==> config.mk <==
export PLATFORM = sky130hd
export DESIGN_NAME = ysyx_22050710_fetch_unit
export DESIGN_NICKNAME = d
export VERILOG_FILES = /design/src/rtl/ysyx_22050710_pkg.sv /design/src/rtl/ysyx_22050710_ibuf.sv /design/src/rtl/ysyx_22050710_fetch_unit.sv
export SDC_FILE = /design/constraint.sdc
export NUM_CORES = 1
export LEC_CHECK = 0
export ABC_AREA = 1
export CAP_MARGIN = 0
export CORE_MARGIN = 1
export CORE_UTILIZATION = 30
export CTS_BUF_LIST = sky130_fd_sc_hd__clkbuf_2
export DETAILED_ROUTE_END_ITERATION = 8
export DONT_BUFFER_PORTS = 1
export PLACE_DENSITY = 0.45
export SYNTH_ARGS = -nofsm -noshare
export SYNTH_HDL_FRONTEND = slang
export SYNTH_HIERARCHICAL = 1
export SYNTH_SLANG_ARGS = --single-unit
==> constraint.sdc <==
create_clock -name i_clk -period 5 [get_ports i_clk]
set_input_delay 0.75 -clock i_clk [delete_from_list [all_inputs] [get_ports i_clk]]
set_output_delay 0.75 -clock i_clk [all_outputs]
set_load 0.05 [all_outputs]
==> src/rtl/ysyx_22050710_pkg.sv <==
// Shared constants and bus layouts for the ysyx_22050710 fetch stage.
package ysyx_22050710_pkg;

    localparam int          INST_WD_DEF         = 32;
    localparam int          PC_WD_DEF           = 64;
    localparam logic [63:0] PC_RESETVAL_DEF     = 64'h8000_0000;
    localparam int          IBUF_DEPTH_DEF      = 4;
    localparam int          MAX_OUTSTANDING_DEF = 2;

    // Branch bus is {stall, taken, target}; taken/stall offsets are relative to PC_WD.
    localparam int BR_TARGET_LSB = 0;
    localparam int BR_TAKEN_OFS  = 0;
    localparam int BR_STALL_OFS  = 1;

    // Wrong-path responses still owed by the SRAM can pile up across back-to-back
    // branches against a slow memory, so the discard counter is kept generously wide.
    localparam int DISCARD_WD = 8;

    // Decode-side bus for the default widths, packed {inst, pc}.
    typedef struct packed {
        logic [INST_WD_DEF-1:0] inst;
        logic [PC_WD_DEF-1:0]   pc;
    } fs_to_ds_t;

endpackage

==> src/rtl/ysyx_22050710_ibuf.sv <==
// In-order instruction ring buffer: entries are allocated at issue (pc known),
// filled when the SRAM responds, and dequeued to decode from the head.
module ysyx_22050710_ibuf #(
    parameter int DEPTH   = 4,
    parameter int PC_WD   = 64,
    parameter int INST_WD = 32
) (
    input  logic                   clk,
    input  logic                   rst,
    input  logic                   flush,
    input  logic                   alloc,
    input  logic [PC_WD-1:0]       alloc_pc,
    input  logic                   fill_en,
    input  logic [INST_WD-1:0]     fill_inst,
    input  logic                   deq,
    output logic [$clog2(DEPTH):0] count,
    output logic                   fill_hi,
    output logic                   fill_at_head,
    output logic                   head_filled,
    output logic [PC_WD-1:0]       head_pc,
    output logic [INST_WD-1:0]     head_inst
);

    localparam int PW = $clog2(DEPTH);
    localparam int CW = PW + 1;

    logic [PW-1:0]      head;
    logic [PW-1:0]      fill;
    logic [PW-1:0]      tail;
    logic [DEPTH-1:0]   filled;
    logic [PC_WD-1:0]   pc_q   [DEPTH];
    logic [INST_WD-1:0] inst_q [DEPTH];

    // Pointers, occupancy and per-entry filled flags; a flush empties the ring.
    // When a bypassed response fills and dequeues the head together, the
    // dequeue clear is written last so the entry ends up empty.
    always_ff @(posedge clk) begin
        if (rst || flush) begin
            head   <= '0;
            fill   <= '0;
            tail   <= '0;
            count  <= '0;
            filled <= '0;
        end else begin
            if (alloc) begin
                tail         <= tail + PW'(1);
                filled[tail] <= 1'b0;
            end
            if (fill_en) begin
                fill         <= fill + PW'(1);
                filled[fill] <= 1'b1;
            end
            if (deq) begin
                head         <= head + PW'(1);
                filled[head] <= 1'b0;
            end
            count <= count + CW'(alloc) - CW'(deq);
        end
    end

    // Entry payload: pc captured at issue, instruction captured at response.
    always_ff @(posedge clk) begin
        if (rst) begin
            for (int i = 0; i < DEPTH; i++) begin
                pc_q[i]   <= '0;
                inst_q[i] <= '0;
            end
        end else begin
            if (alloc) begin
                pc_q[tail] <= alloc_pc;
            end
            if (fill_en) begin
                inst_q[fill] <= fill_inst;
            end
        end
    end

    assign fill_hi      = pc_q[fill][2];
    assign fill_at_head = (fill == head);
    assign head_filled  = filled[head];
    assign head_pc      = pc_q[head];
    assign head_inst    = inst_q[head];

endmodule

==> src/rtl/ysyx_22050710_fetch_unit.sv <==
// Instruction fetch stage with split-transaction SRAM port, bounded in-flight
// requests and an in-order instruction buffer. Taken branches squash wrong-path
// requests, responses and buffered instructions.
// Optional response-to-decode bypass: define YSYX_22050710_IBUF_BYPASS_EN.
module ysyx_22050710_fetch_unit
    import ysyx_22050710_pkg::*;
#(
    parameter int               INST_WD         = INST_WD_DEF,
    parameter int               PC_WD           = PC_WD_DEF,
    parameter logic [PC_WD-1:0] PC_RESETVAL     = PC_WD'(PC_RESETVAL_DEF),
    parameter int               FS_TO_DS_BUS_WD = INST_WD + PC_WD,
    parameter int               BR_BUS_WD       = PC_WD + 2,
    parameter int               SRAM_ADDR_WD    = 64,
    parameter int               SRAM_DATA_WD    = 64,
    parameter int               IBUF_DEPTH      = IBUF_DEPTH_DEF,
    parameter int               MAX_OUTSTANDING = MAX_OUTSTANDING_DEF
) (
    input  logic                       i_clk,
    input  logic                       i_rst,
    input  logic                       i_ds_allowin,
    input  logic [BR_BUS_WD-1:0]       i_br_bus,
    output logic                       o_fs_to_ds_valid,
    output logic [FS_TO_DS_BUS_WD-1:0] o_fs_to_ds_bus,
    output logic                       o_inst_sram_req,
    output logic [SRAM_ADDR_WD-1:0]    o_inst_sram_addr,
    input  logic                       i_inst_sram_addr_ok,
    input  logic                       i_inst_sram_data_ok,
    input  logic [SRAM_DATA_WD-1:0]    i_inst_sram_rdata
);

    localparam int CW = $clog2(IBUF_DEPTH) + 1;
    localparam int OW = $clog2(MAX_OUTSTANDING + 1);

`ifdef YSYX_22050710_IBUF_BYPASS_EN
    localparam bit BYPASS_EN = 1'b1;
`else
    localparam bit BYPASS_EN = 1'b0;
`endif

    logic                  br_stall;
    logic                  br_taken;
    logic [PC_WD-1:0]      br_target;
    logic [PC_WD-1:0]      fpc;
    logic [OW-1:0]         outstanding;
    logic [DISCARD_WD-1:0] discard;
    logic [CW-1:0]         count;
    logic                  handshake;
    logic                  resp_fill;
    logic                  bypass;
    logic                  deq;
    logic                  fill_hi;
    logic                  fill_at_head;
    logic                  head_filled;
    logic [PC_WD-1:0]      head_pc;
    logic [INST_WD-1:0]    head_inst;
    logic [INST_WD-1:0]    fill_inst;
    logic [INST_WD-1:0]    out_inst;

    assign br_target = i_br_bus[BR_TARGET_LSB +: PC_WD];
    assign br_taken  = i_br_bus[PC_WD + BR_TAKEN_OFS];
    assign br_stall  = i_br_bus[PC_WD + BR_STALL_OFS];

    // Every in-flight request already owns a buffer entry, so gating on
    // occupancy alone is enough to make overflow impossible.
    assign o_inst_sram_req  = ~i_rst & ~br_stall & ~br_taken
                            & (outstanding < OW'(MAX_OUTSTANDING))
                            & (count < CW'(IBUF_DEPTH));
    assign o_inst_sram_addr = SRAM_ADDR_WD'(fpc);

    assign handshake = o_inst_sram_req & i_inst_sram_addr_ok;
    assign resp_fill = i_inst_sram_data_ok & ~i_rst & ~br_taken & (discard == '0);

    // A 64-bit beat holds two instructions; pc[2] picks the half.
    assign fill_inst = fill_hi ? i_inst_sram_rdata[2*INST_WD-1:INST_WD]
                               : i_inst_sram_rdata[INST_WD-1:0];

    assign bypass           = BYPASS_EN & resp_fill & fill_at_head;
    assign o_fs_to_ds_valid = ~i_rst & ~br_taken & (head_filled | bypass);
    assign out_inst         = bypass ? fill_inst : head_inst;
    assign o_fs_to_ds_bus   = {out_inst, head_pc};
    assign deq              = o_fs_to_ds_valid & i_ds_allowin;

    // Issue PC: redirect on branch, otherwise advance one instruction per handshake.
    always_ff @(posedge i_clk) begin
        if (i_rst) begin
            fpc <= PC_RESETVAL;
        end else if (br_taken) begin
            fpc <= br_target;
        end else if (handshake) begin
            fpc <= fpc + PC_WD'(4);
        end
    end

    // In-flight bookkeeping: on a branch all live requests become owed-and-dropped
    // responses, less any response that arrives (and is dropped) in that same cycle.
    always_ff @(posedge i_clk) begin
        if (i_rst) begin
            outstanding <= '0;
            discard     <= '0;
        end else if (br_taken) begin
            outstanding <= '0;
            discard     <= discard + DISCARD_WD'(outstanding)
                         - DISCARD_WD'(i_inst_sram_data_ok);
        end else begin
            outstanding <= outstanding + OW'(handshake) - OW'(resp_fill);
            if (i_inst_sram_data_ok && (discard != '0)) begin
                discard <= discard - DISCARD_WD'(1);
            end
        end
    end

    ysyx_22050710_ibuf #(
        .DEPTH   (IBUF_DEPTH),
        .PC_WD   (PC_WD),
        .INST_WD (INST_WD)
    ) u_ibuf (
        .clk          (i_clk),
        .rst          (i_rst),
        .flush        (br_taken),
        .alloc        (handshake),
        .alloc_pc     (fpc),
        .fill_en      (resp_fill),
        .fill_inst    (fill_inst),
        .deq          (deq),
        .count        (count),
        .fill_hi      (fill_hi),
        .fill_at_head (fill_at_head),
        .head_filled  (head_filled),
        .head_pc      (head_pc),
        .head_inst    (head_inst)
    );

endmodule
Word level (Yosys, flattened, before mapping)
Memory sizes are Yosys's and may differ from the RTL's. A register that Yosys moved wholly into a read port is not among the register bits.
Index checks and enable logic that the tools add are counted.

word-level totals
  input bits = 135
  memories kept = 2
  logic and storage cells = 98
  flip-flop bits (word level) = 87
  bits in writable memories = 384

cells by class
  bitwise gates (word level) = 19
  $lt $le $gt $ge = 8
  reduce and logical (&&, ||, !) cells = 12
  add/sub/neg operators = 11
  muxes and demuxes = 38

memory list
  memory         depth  width  read ports  clocked after Yosys merged registers in  write ports  line                      RTL
  u_ibuf.pc_q    4      64     2           2                                        4            ysyx_22050710_ibuf.sv:31  logic [PC_WD-1:0] pc_q [DEPTH];
  u_ibuf.inst_q  4      32     1           1                                        4            ysyx_22050710_ibuf.sv:32  logic [INST_WD-1:0] inst_q [DEPTH];

operators by type and width
  operator                                                                             number
  64-bit two-way mux                                                                   3
  64-bit by 3-bit adder with 64-bit output, second input constant                      1
  32-bit two-way mux                                                                   2
  64-bit OR reduction                                                                  1
  32-bit OR reduction                                                                  1
  4-bit two-way mux                                                                    5
  2-bit two-way mux                                                                    8
  8-bit two-way mux                                                                    2
  1-bit two-way mux                                                                    14
  1-bit bitwise AND                                                                    11
  2-bit by 3-bit < comparator with 1-bit output, second input constant                 3
  8-bit by 2-bit adder with 8-bit output                                               1
  4-bit bitwise AND                                                                    2
  8-bit logical NOT                                                                    1
  4-bit NOT                                                                            2
  8-bit nonzero test                                                                   1
  8-bit by 1-bit subtractor with 8-bit output                                          1
  8-bit by 1-bit subtractor with 8-bit output, second input constant                   1
  2-bit by 1-bit adder with 2-bit output, second input constant                        3
  1-bit demux with 2-bit select                                                        3
  2-bit by 1-bit greater-or-equal comparator with 1-bit output, second input constant  3
  1-bit logical AND                                                                    4
  4-bit OR                                                                             1
  2-bit nonzero test                                                                   2
  other kinds (10)                                                                     12

Longest topological paths before layout
  depth after elaboration = 13
  depth in mapped cells = 20
  gate-level depth less buffers = 16

Cells and area by module
The synthesis kept the hierarchy.

modules (own cells, without submodules)
  module                    seq. area each (um^2)  area an instance (um^2)  times used  cells each
  ysyx_22050710_ibuf        11,871.4               18,557.8                 1           1,873
  ysyx_22050710_fetch_unit  1,481.4                6,234.7                  1           1,034

Worst setup path before layout
Ideal clock, no wire load.

  kind = input to register
  start point = input port i_rst
  end point = memory u_ibuf.inst_q[2][0] (enable)
  arrival time = 4,240 ps
  buffers on the path = 1
  stages = 6
  data required time = 4,534 ps
  slack = 294 ps
  path through = buf_4 > inv_4 > nand2_8 > nor4_1 > inv_1 > o21ai_0

RTL lines
  element      line                            RTL
  from (decl)  ysyx_22050710_fetch_unit.sv:19  input logic i_rst,
  to (decl)    ysyx_22050710_ibuf.sv:32

==> metrics.yaml <==
grt_pass1_vias: 19500
p_leak_nw: 11.6
grt_use_total_pct: 18.7
gp_congestion: 0.897
setup_viol: 0
pwr_density_cell_nw_per_um2: 308
drv_slew: 0
fin_skew_ns: 0.120
dp_hpwl_mm: 51.0
setup-tns-final_ns: 0
r2r-start: "u_ibuf/head[0]"
via_count: 19800
hold_viol: 0
required_ns: 4.25
antenna_found_initial: 1
htreeDepth: 4
cts.path.max_buffers: 3
numPortBuffers: 0
layout_commonest_cell: "nand2_1"
rows: 105
die_area_um2: 83700
worstSkewPairLatency_ns: 1.26
cts.sinks: 475
hold_class: "in2reg"
power_w: 0.00874
fin_crit_ns: 3.99
initialDrtViolationCount: 1275
clkTransAtPathRegs_ns: 0.10
critical_path_class: "reg2out"
cp.buffers_inverters: 1
drt-pass1-iter-count: 5
gr-total-overflow: 0
multi_input_area_um2: 8440
register_area_um2: 13400
fill_cells: 8556
stdcell_count: 4261
hold_start: "i_br_bus[33]"
cts-root-buf: "clkbuf_2"
die_h_um: 289
cts_tree: "built"
timing.fmax_mhz: 251
rsz0062_at_grt: "false"
synth_cells: 2903
cp.arrival_ns: 3.24
core_um2: 81800
netlist_area_um2: 24800
ioPinCount: 297
area_growth_pct: 14.5
cts_made_buffers: 138
startpoint_type: "register"
maxCapViolCount: 0
finalCritPeriodShare_pct: 79.8
rrSetupSlack_ns: 1.93
path_max_fanout: 49
grt_max_degree: 138
critPathTopFamily: "flip-flops"
routed_via_density: 4.65
whs_ns: 0.210
slowest_stage: "dfxtp_4"
syn_area_per_cell_um2: 8.53
end_kind: "output port"
detail_route.drc_violations: 0
slowest_delay_ns: 0.70
finalWirelength_mm: 78.3
ir_worst_vdd_uv: 159
dp_cells: 3871
drive_gt1_share_pct: 10.4
syn-num-nets: 3075
ant_nets: 0
crit_chain: "buf_4 > a21oi_1 > o21ai_0 > nand2_1"
wire_per_inst_um: 18.4
final_cell_mix: "nand2_1, inv_1, nor2_1, edfxtp_1, clkbuf_2"
grt_pass1_wl_mm: 117
slew_headroom_pct: 30.2
worstMarginPinSlew_ns: 1.04
initial_core_util_pct: 30.3
fin_nets: 3262
outcome: "finished, final reports clean"
die_w_um: 289
ys_warn_count: 6
==> stage by stage <==
| stage | utilization (%) | setup slack, ns | instance area [um2] |
|---|---|---|---|
| 2_1_floorplan | - | 0.294 | 24800 |
| 3_3_place_gp | 31.2 | 1.31 | 25500 |
| 3_5_place_dp | 31.2 | 1.33 | 25500 |
| 4_1_cts | 34.7 | 0.751 | 28400 |
| 5_1_grt | 34.7 | 0.671 | 28400 |
| 6_report | 34.7 | 1.01 | 28400 |
==> metal layers <==
layer  up-vias  global-route usage (%)  wire length [um]
li1       9758                       -                 -
met1      9341                    23.1             33600
met2       584                    30.6             37000
met3       136                    5.28              5580
met4         0                    7.63              2240
met5         -                       0                 0
==> final cells by class <==
class / count / share of cell area (%)
diodes: 3 / 0.0265
multi-input cells: 1736 / 29.8
inverters: 554 / 7.37
flip-flops and latches: 475 / 47.1
clock buffers: 204 / 3.60
well taps: 1070 / 4.72
repair buffers: 185 / 6.47
clock inverters: 34 / 0.966
==> path summary, 6_finish.rpt <==
kind                                        endpoint  depth (start not counted)
worst max-delay path              o_fs_to_ds_bus[55]                          4
worst min-delay path            o_inst_sram_addr[33]                          3
worst max register to register       u_ibuf/count[2]                         15
worst min register to register      u_ibuf/filled[1]                          2
==> state kept, by name, summed over array words and instances, names as in the netlist, named ones only <==
name              count
u_ibuf/count          3
u_ibuf/fill           2
o_inst_sram_addr     64
u_ibuf/tail           2
outstanding           2
u_ibuf/pc_q         256
u_ibuf/filled         4
u_ibuf/head           2
u_ibuf/inst_q       128
discard               8
==> repair_timing <==
action / CTS / global route
hold endpoints to repair: 219 / 0
buffers inserted: 0 / 0
hold buffers: 149 / 0
gates resized for setup: 0 / 0
==> worst reg2reg max path, delay by kind of cell, from the launching register on <==
family                     cells  cell delay (ns)
adders and majority gates      3             0.87
DFF                            1             0.39
buffers and inverters          5             0.46
AOI/OAI and AO/OA              2             0.26
and+or+nand+nor                5             1.00
==> report_power, final <==
part           switching [W]  total [W]  internal [W]
sequential          0.000248    0.00467       0.00442
clock                0.00172    0.00306       0.00134
combinational       0.000683    0.00101      0.000326
No activity file was read; power rests on OpenSTA's default activity.
